===== src/rtl/ibuf_read_sequencer_if.sv =====
// ---------------------------------------------------------------------------
// ibuf_read_sequencer_if
//   Control/handshake bundle between the input-buffer read-scan sequencer and
//   the read-sync stage it drives.
//   master : the sequencer (takes start/abort/step_ready, drives selects and
//            status strobes)
//   slave  : the surrounding logic (drives requests and step acceptance,
//            observes selects and status)
// Signals
//   start_i            scan request pulse
//   abort_i            terminate scan
//   step_ready_i       downstream accepts current select this cycle
//   raddr_rst_o        read-address reset pulse
//   ctrl_regnum_sel_o  current register number
//   ctrl_regbit_sel_o  current bit-group select
//   sel_valid_o        selects are valid
//   data_valid_o       accepted step, delayed to match sync-stage latency
//   last_o             current step is the final pair of the scan
//   busy_o             scan in progress
//   done_o             one-cycle pulse on normal completion
// ---------------------------------------------------------------------------
interface ibuf_read_sequencer_if;
  logic       start_i;
  logic       abort_i;
  logic       step_ready_i;
  logic       raddr_rst_o;
  logic [3:0] ctrl_regnum_sel_o;
  logic [2:0] ctrl_regbit_sel_o;
  logic       sel_valid_o;
  logic       data_valid_o;
  logic       last_o;
  logic       busy_o;
  logic       done_o;

  modport master (
    input  start_i, abort_i, step_ready_i,
    output raddr_rst_o, ctrl_regnum_sel_o, ctrl_regbit_sel_o,
           sel_valid_o, data_valid_o, last_o, busy_o, done_o
  );

  modport slave (
    output start_i, abort_i, step_ready_i,
    input  raddr_rst_o, ctrl_regnum_sel_o, ctrl_regbit_sel_o,
           sel_valid_o, data_valid_o, last_o, busy_o, done_o
  );
endinterface


===== src/rtl/ibuf_read_sequencer.sv =====
// ---------------------------------------------------------------------------
// ibuf_read_sequencer
//   Read-scan controller for the input buffer's register bank. A start pulse
//   clears the read address, then every (register, bit-group) pair is walked
//   in order, advancing one pair per downstream accept. A LAT-deep strobe
//   pipe marks when read data for each accepted pair becomes valid.
// Parameters
//   NUM_REGS      registers scanned (1..16)
//   BITS_PER_REG  bit-group selects per register (1..8)
//   LAT           select-to-data latency of the sync stage (1..4)
// Ports
//   SYS_CLK   clock
//   SYS_NRST  asynchronous active-low reset
//   bus       ibuf_read_sequencer_if.master (requests in, selects/status out)
// ---------------------------------------------------------------------------
module ibuf_read_sequencer #(
  parameter int NUM_REGS     = 16,
  parameter int BITS_PER_REG = 8,
  parameter int LAT          = 1
) (
  input  logic                          SYS_CLK,
  input  logic                          SYS_NRST,
  ibuf_read_sequencer_if.master         bus
);

  typedef enum logic [2:0] {
    S_IDLE,
    S_CLR,
    S_SCAN,
    S_DRAIN,
    S_DONE
  } state_t;

  localparam logic [3:0] LAST_REG   = 4'(NUM_REGS - 1);
  localparam logic [2:0] LAST_BIT   = 3'(BITS_PER_REG - 1);
  localparam logic [1:0] LAST_DRAIN = 2'(LAT - 1);

  state_t         state;
  state_t         state_nxt;
  logic [3:0]     regnum;
  logic [2:0]     regbit;
  logic [1:0]     drain_cnt;
  logic [LAT-1:0] dv_pipe;
  logic           accept;
  logic           final_pair;

  assign accept     = (state == S_SCAN) && bus.step_ready_i;
  assign final_pair = (regnum == LAST_REG) && (regbit == LAST_BIT);

  // State register
  // NOTE: every clocked process uses non-blocking (<=) so all flops update
  // together from pre-edge values; blocking here would create order races.
  always_ff @(posedge SYS_CLK or negedge SYS_NRST) begin
    if (!SYS_NRST) state <= S_IDLE;
    else           state <= state_nxt;
  end

  // Next-state logic; abort overrides every other input in every state.
  // NOTE: state_nxt gets a default before the case so no path leaves it
  // unassigned, which would otherwise infer a latch.
  always_comb begin
    state_nxt = state;
    if (bus.abort_i) begin
      state_nxt = S_IDLE;
    end else begin
      unique case (state)
        S_IDLE:  if (bus.start_i) state_nxt = S_CLR;
        S_CLR:   state_nxt = S_SCAN;
        S_SCAN:  if (accept && final_pair) state_nxt = S_DRAIN;
        S_DRAIN: if (drain_cnt == LAST_DRAIN) state_nxt = S_DONE;
        S_DONE:  state_nxt = S_IDLE;
        default: state_nxt = S_IDLE;
      endcase
    end
  end

  // Select counters: advance on accept, hold the final pair through DRAIN,
  // and return to (0,0) whenever the scan is not active.
  always_ff @(posedge SYS_CLK or negedge SYS_NRST) begin
    if (!SYS_NRST) begin
      regnum <= '0;
      regbit <= '0;
    end else if (state_nxt inside {S_IDLE, S_CLR, S_DONE}) begin
      regnum <= '0;
      regbit <= '0;
    end else if (accept && !final_pair) begin
      if (regbit == LAST_BIT) begin
        regbit <= '0;
        regnum <= regnum + 4'd1;
      end else begin
        regbit <= regbit + 3'd1;
      end
    end
  end

  // DRAIN lasts exactly LAT cycles so the last strobe has left the pipe
  // before done_o is raised.
  always_ff @(posedge SYS_CLK or negedge SYS_NRST) begin
    if (!SYS_NRST)              drain_cnt <= '0;
    else if (state == S_DRAIN)  drain_cnt <= drain_cnt + 2'd1;
    else                        drain_cnt <= '0;
  end

  // Data-valid delay line; an abort discards strobes already in flight.
  // NOTE: this is a handful of flops, not a RAM, so it is reset with the rest
  // of the control state and needs no separate initialisation.
  always_ff @(posedge SYS_CLK or negedge SYS_NRST) begin
    if (!SYS_NRST) begin
      dv_pipe <= '0;
    end else if (bus.abort_i) begin
      dv_pipe <= '0;
    end else begin
      dv_pipe[0] <= accept;
      for (int i = 1; i < LAT; i++) dv_pipe[i] <= dv_pipe[i-1];
    end
  end

  // Outputs decoded from registered state only.
  always_comb begin
    bus.raddr_rst_o       = (state == S_CLR);
    bus.sel_valid_o       = (state == S_SCAN);
    bus.busy_o            = (state != S_IDLE);
    bus.done_o            = (state == S_DONE);
    bus.last_o            = (state == S_SCAN) && final_pair;
    bus.ctrl_regnum_sel_o = regnum;
    bus.ctrl_regbit_sel_o = regbit;
    bus.data_valid_o      = dv_pipe[LAT-1];
  end

endmodule


===== src/flat_wrapper.sv =====
// flat-port wrapper written by rule: the top's interface ports become plain ports
module ibuf_read_sequencer_flat 
#(
  parameter int NUM_REGS     = 16,
  parameter int BITS_PER_REG = 8,
  parameter int LAT          = 1
)
  (SYS_CLK, SYS_NRST, bus_start_i, bus_abort_i, bus_step_ready_i, bus_raddr_rst_o, bus_ctrl_regnum_sel_o, bus_ctrl_regbit_sel_o, bus_sel_valid_o, bus_data_valid_o, bus_last_o, bus_busy_o, bus_done_o);
  ibuf_read_sequencer_if bus_i ();
  input  logic SYS_CLK;
  input  logic SYS_NRST;
  input wire logic [$bits(bus_i.start_i)-1:0] bus_start_i;
  input wire logic [$bits(bus_i.abort_i)-1:0] bus_abort_i;
  input wire logic [$bits(bus_i.step_ready_i)-1:0] bus_step_ready_i;
  output wire logic [$bits(bus_i.raddr_rst_o)-1:0] bus_raddr_rst_o;
  output wire logic [$bits(bus_i.ctrl_regnum_sel_o)-1:0] bus_ctrl_regnum_sel_o;
  output wire logic [$bits(bus_i.ctrl_regbit_sel_o)-1:0] bus_ctrl_regbit_sel_o;
  output wire logic [$bits(bus_i.sel_valid_o)-1:0] bus_sel_valid_o;
  output wire logic [$bits(bus_i.data_valid_o)-1:0] bus_data_valid_o;
  output wire logic [$bits(bus_i.last_o)-1:0] bus_last_o;
  output wire logic [$bits(bus_i.busy_o)-1:0] bus_busy_o;
  output wire logic [$bits(bus_i.done_o)-1:0] bus_done_o;
  assign bus_i.start_i = bus_start_i;
  assign bus_i.abort_i = bus_abort_i;
  assign bus_i.step_ready_i = bus_step_ready_i;
  assign bus_raddr_rst_o = bus_i.raddr_rst_o;
  assign bus_ctrl_regnum_sel_o = bus_i.ctrl_regnum_sel_o;
  assign bus_ctrl_regbit_sel_o = bus_i.ctrl_regbit_sel_o;
  assign bus_sel_valid_o = bus_i.sel_valid_o;
  assign bus_data_valid_o = bus_i.data_valid_o;
  assign bus_last_o = bus_i.last_o;
  assign bus_busy_o = bus_i.busy_o;
  assign bus_done_o = bus_i.done_o;
  ibuf_read_sequencer #(.NUM_REGS(NUM_REGS), .BITS_PER_REG(BITS_PER_REG), .LAT(LAT)) u_core (.SYS_CLK(SYS_CLK), .SYS_NRST(SYS_NRST), .bus(bus_i));
endmodule

===== config.mk =====
export PLATFORM = sky130hd
export DESIGN_NAME = ibuf_read_sequencer_flat
export DESIGN_NICKNAME = d
export VERILOG_FILES = /design/src/rtl/ibuf_read_sequencer_if.sv /design/src/rtl/ibuf_read_sequencer.sv /design/src/flat_wrapper.sv
export SDC_FILE = /design/constraint.sdc
export NUM_CORES = 1
export LEC_CHECK = 0
export CAP_MARGIN = 10
export CORE_MARGIN = 5
export CORE_UTILIZATION = 45
export DETAILED_ROUTE_END_ITERATION = 6
export HOLD_SLACK_MARGIN = 0.03
export PLACE_DENSITY_LB_ADDON = 0.08
export SKIP_LAST_GASP = 1
export SLEW_MARGIN = 10
export SYNTH_ARGS = -nofsm -noshare
export SYNTH_HDL_FRONTEND = slang
export SYNTH_SLANG_ARGS = --single-unit

===== constraint.sdc =====
create_clock -name SYS_CLK -period 3 [get_ports SYS_CLK]
set_input_delay 0.45 -clock SYS_CLK [delete_from_list [all_inputs] [get_ports SYS_CLK]]
set_output_delay 0.45 -clock SYS_CLK [all_outputs]
set_load 0.03 [all_outputs]

# Word-level counts from Yosys, hierarchy flattened

Index checks and enable logic that the tools add are counted.

Reductions and logical operators: 14
Bitwise logic cells: 0
Equality and inequality tests: 8
Multiplexer cells: 13
Div/mod/pow operators: 0
Shifts and indexed selects: 0
$lt $le $gt $ge: 0
Multiply operators: 0
$add $sub $neg: 3

Operator list:

| kind                                                                  | count |
|---|---|
| 3-bit 2-to-1 mux                                                      | 7 |
| 4-bit 2-to-1 mux                                                      | 3 |
| 3-bit one-hot mux with 4 select lines                                 | 1 |
| 3-bit equality test, second input constant                            | 3 |
| 3-bit by 1-bit equality test with 1-bit output, second input constant | 2 |
| 3-bit by 2-bit equality test with 1-bit output, second input constant | 2 |
| 3-bit zero test                                                       | 2 |
| 3-bit nonzero test                                                    | 2 |
| 1-bit logical AND                                                     | 5 |
| 4-bit by 1-bit adder with 4-bit output, second input constant         | 1 |
| 4-bit equality test, second input constant                            | 1 |
| 2-bit nonzero test                                                    | 2 |
| 3-bit by 1-bit adder with 3-bit output, second input constant         | 1 |
| 2-bit by 1-bit adder with 2-bit output, second input constant         | 1 |
| 2-bit zero test                                                       | 1 |
| 2-bit 2-to-1 mux                                                      | 1 |
| 2-bit AND reduction                                                   | 1 |
| 1-bit zero test                                                       | 1 |
| 1-bit 2-to-1 mux                                                      | 1 |

Bits in latches: 0
Memories kept: 0
Logic and storage cells: 43
ROM bits: 0
Bits in writable memories: 0
Bits of input ports: 5
Register bits: 13
Output and inout bits: 13

# Longest topological paths before layout

Depth after elaboration: 10
Gate-level depth with buffers: 6
Depth with buffers taken out: 5

# Worst setup path before layout

Ideal clock, no wire load.

Kind: flip-flop to output port
From: register u_core.regbit[0], in the netlist u_core.bus.ctrl_regbit_sel_o[0]
To: output bus_last_o
Cell stages (with the launch flop): 5
Arrival: 1735 ps
Required time: 2550 ps
Setup slack: 815 ps
Buffers on the path: 0
Cell sequence: dfrtp_1 > ha_1 > ha_1 > nand4_1 > nor3_1

Longest elaborated chain between the ends: 3

Ends and longest elaborated chain:

| what                   | line                       | text |
|---|---|---|
| start, declared        | ibuf_read_sequencer.sv:41  | `logic [2:0] regbit;` |
| start signal, assigned | ibuf_read_sequencer.sv:91  | `regbit <= regbit + 3'd1;` |
| 3-bit equality test    | ibuf_read_sequencer.sv:48  | `assign final_pair = (regnum == LAST_REG) && (regbit == LAST_BIT);` |
| 1-bit logical AND      | ibuf_read_sequencer.sv:48  |  |
| 1-bit logical AND      | ibuf_read_sequencer.sv:124 | `bus.last_o = (state == S_SCAN) && final_pair;` |
| end, declared          | flat_wrapper.sv:20         | `output wire logic [$bits(bus_i.last_o)-1:0] bus_last_o;` |

Every way passes these cells.

# Worst setup path in the final report

Ends and elaborated chain as after synthesis.

==> results.ini <==
[run_status]
outcome = finished clean

[synthesis]
syn_area_per_cell_sq_um = 10.19
yosysUniqueCellTypes = 27
synth_edf_count = 0
ys_async_sr_fraction_pct = 100.0
yosys.area.top_type_share_pct = 45.61
syn_area_sq_um = 713.2
synth_area_leaders = dfrtp_1, ha_1, a21oi_1
ys.flop_type = dfrtp_1
synth_nets = 79
ys_ff_latch = 13
seq_area_frac_synth_pct = 45.61
syn_inst = 70
yosysTopAreaCell = dfrtp_1
yosys_warnings = 0

[setup_path]
start_kind = flop
critPathMaxFanout = 6
path_buf_inv = 1
critical_path_class = flop to output port
arrival_ns = 2.16
crit_chain = ha_1 > ha_1 > nand4_1 > nor3_1 > clkdlybuf4s50_1
worst_path_max_delay_cell = clkdlybuf4s50_1
r2r-end = u_core.bus.ctrl_regnum_sel_o[0]
cpPeakStageDelay_ns = 0.71
reg2reg_from = u_core.bus.ctrl_regbit_sel_o[0]
reg2regPathDepth = 5
cpMostUsedCell = ha_1
reg2reg_slack_ns = 1.23
end_kind = output port
crit_required_ns = 2.55
crit_family = buffers and inverters

[cts]
cts_htree_levels = 1
hold_buffers = 0
cts_sinks = 13
cts_tree = yes
cts_max_path_buffers = 2
cts_inserted_buffers = 3
clk_pin_slew_worst_paths_ns = 0.08
clk-insertion-delay-late_ns = 0.28
cts_setup_buffers = 0
cts_resized = 0
clock-root-buffer = clkbuf_4

[timing]
tightest_slew_ns = 0.6183
hold_viol = 0
fin_worst_skew_ns = 0.003219
finalCritPeriodShare_pct = 86.93
setup_viol = 0
rsz0062_at_grt = false
fin_crit_ns = 2.608
maxSlewHeadroom_pct = 58.65
finalMaxSlewViolations = 0
fmax_ghz = 0.3835
fin_setup_tns_ns = 0

[global_route]
grt_pass1_vias = 609
antenna_found_initial = 0
grt_start_max_net_pins = 14
grt_pass1_wl_microns = 2815
grt_usage_pct = 14.62
grt_overflow_total = 0

[job]
cap_violations = 0

[hold_path]
min_from = u_core.drain_cnt[0]
min_to = u_core.drain_cnt[0]
min_path_cells = 1
holdCritPathClass = flop to flop

[cells_and_area]
nets = 98
final_util_pct = 59.97
insertedDiodeCount = 0
fillCellCount = 131
layout-drive-gt1-share_pct = 6.818
syn_to_final_growth_pct = 26.67

[drt]
drt_wl_total_microns = 1587
vias = 598
drt-pass1-iter-count = 4
drt_iter0_drc = 11
post-route-drc-count = 0
routedWlPerCell_microns = 15.26
viasPerCell = 5.750
antenna_left = 0

[floorplanning]
core-area_sq_um = 1506
die_area_sq_um = 2481
io_pins = 18
die_w_microns = 49.81
row_count = 14
die_h_microns = 49.81
start_util_pct = 47.34

[place]
dp_hpwl_microns = 1136
io_buffers = 17
gp_congestion = 0.7962

[power_and_ir_drop]
power_density_nw_per_um2 = 378.7
leakagePower_nw = 0.3592
ir_drop_v = 0.0003656
power_w = 0.0003421

flip-flops by register name, summed over array words and instances (netlist names):
register                      count
u_core.bus.ctrl_regnum_sel_o      4
u_core.bus.ctrl_regbit_sel_o      3
u_core.state                      3
u_core.drain_cnt                  2
u_core.bus.data_valid_o           1
where the power goes:
group          internal [W]  switching [W]  leakage (nW)  total (W)
logic             0.0000208      0.0000256         0.164  0.0000465
clock network     0.0000516      0.0000603        0.0150   0.000112
registers          0.000178     0.00000573         0.180   0.000184
total              0.000250      0.0000917         0.359   0.000342
routing by layer:
layer,up-vias,wire length [microns],track usage (%)
li1,295,-,-
met1,279,753,19.74
met2,20,696,20.97
met3,4,100,3.916
met4,0,37,7.860
met5,-,0,0
Yosys cell counts, types with 2 or more instances:
master	n
a21oi_1	6
nand3_1	4
nor3b_1	2
nor2_1	4
buf_6	2
or4_1	2
nand3b_1	2
ha_1	4
nand2_1	3
nand4_1	2
nor3_1	5
inv_1	4
o21ai_0	3
dfrtp_1	13
o31ai_1	2
cells by family after synthesis:
family	count (synthesis)	share of synthesized area, %
flops	13	45.61
fa+ha+maj	4	7.018
simple gates	31	28.77
buf+inv	7	5.788
compound gates	15	12.81
placed cells by master, fill, tap and decap left out:
master / count
a21boi_0: 1
a21oi_1: 6
a2bb2oi_1: 1
a31oi_1: 1
and2_1: 1
and4_1: 1
and4bb_2: 1
clkbuf_1: 1
clkbuf_4: 3
clkdlybuf4s50_1: 17
dfrtp_1: 13
ha_1: 4
inv_1: 4
nand2_1: 3
nand3_1: 4
nand3b_1: 2
nand4_1: 2
nand4bb_4: 1
nor2_1: 4
nor3_1: 5
nor3b_1: 2
o21ai_0: 3
o31ai_1: 2
o41ai_1: 1
or2b_1: 1
or3_1: 1
or3_2: 1
or4_1: 2
cell type report:
type / instances / area (sq um) / share of cell area [%]
well taps: 16 / 20.02 / 2.216
flip-flops and latches: 13 / 325.3 / 36.01
inverters: 4 / 15.01 / 1.662
repair buffers: 17 / 170.2 / 18.84
clock buffers: 4 / 26.28 / 2.909
multi-input cells: 50 / 346.6 / 38.37
how the worst max path moves through the flow:
stage / end / start / cells after the start / slack (ns)
final: bus_last_o / u_core.bus.ctrl_regbit_sel_o[0] / 5 / 0.39
after floorplan: bus_last_o / u_core.bus.ctrl_regbit_sel_o[0] / 4 / 0.81
after global placement: bus_last_o / u_core.bus.ctrl_regbit_sel_o[0] / 5 / 0.81
after detailed placement: bus_last_o / u_core.bus.ctrl_regbit_sel_o[0] / 5 / 0.75
after global routing: bus_last_o / u_core.bus.ctrl_regbit_sel_o[0] / 5 / 0.26
after CTS: bus_last_o / u_core.bus.ctrl_regbit_sel_o[0] / 5 / 0.42
through the flow:
step | cells | area (sq um) | hold WS, ns | worst slack (ns)
after CTS | 104 | 903.4 | 0.4522 | 0.4183
after detailed placement | 100 | 877.1 | 0.4404 | 0.7521
after global placement | 100 | 877.1 | 0.4250 | 0.8059
after floorplan | 70 | 713.2 | 0.1544 | 0.8147
after global routing | 104 | 903.4 | 0.4957 | 0.2578
final | 104 | 903.4 | 0.4428 | 0.3922
No activity file was read; power rests on OpenSTA's default activity.
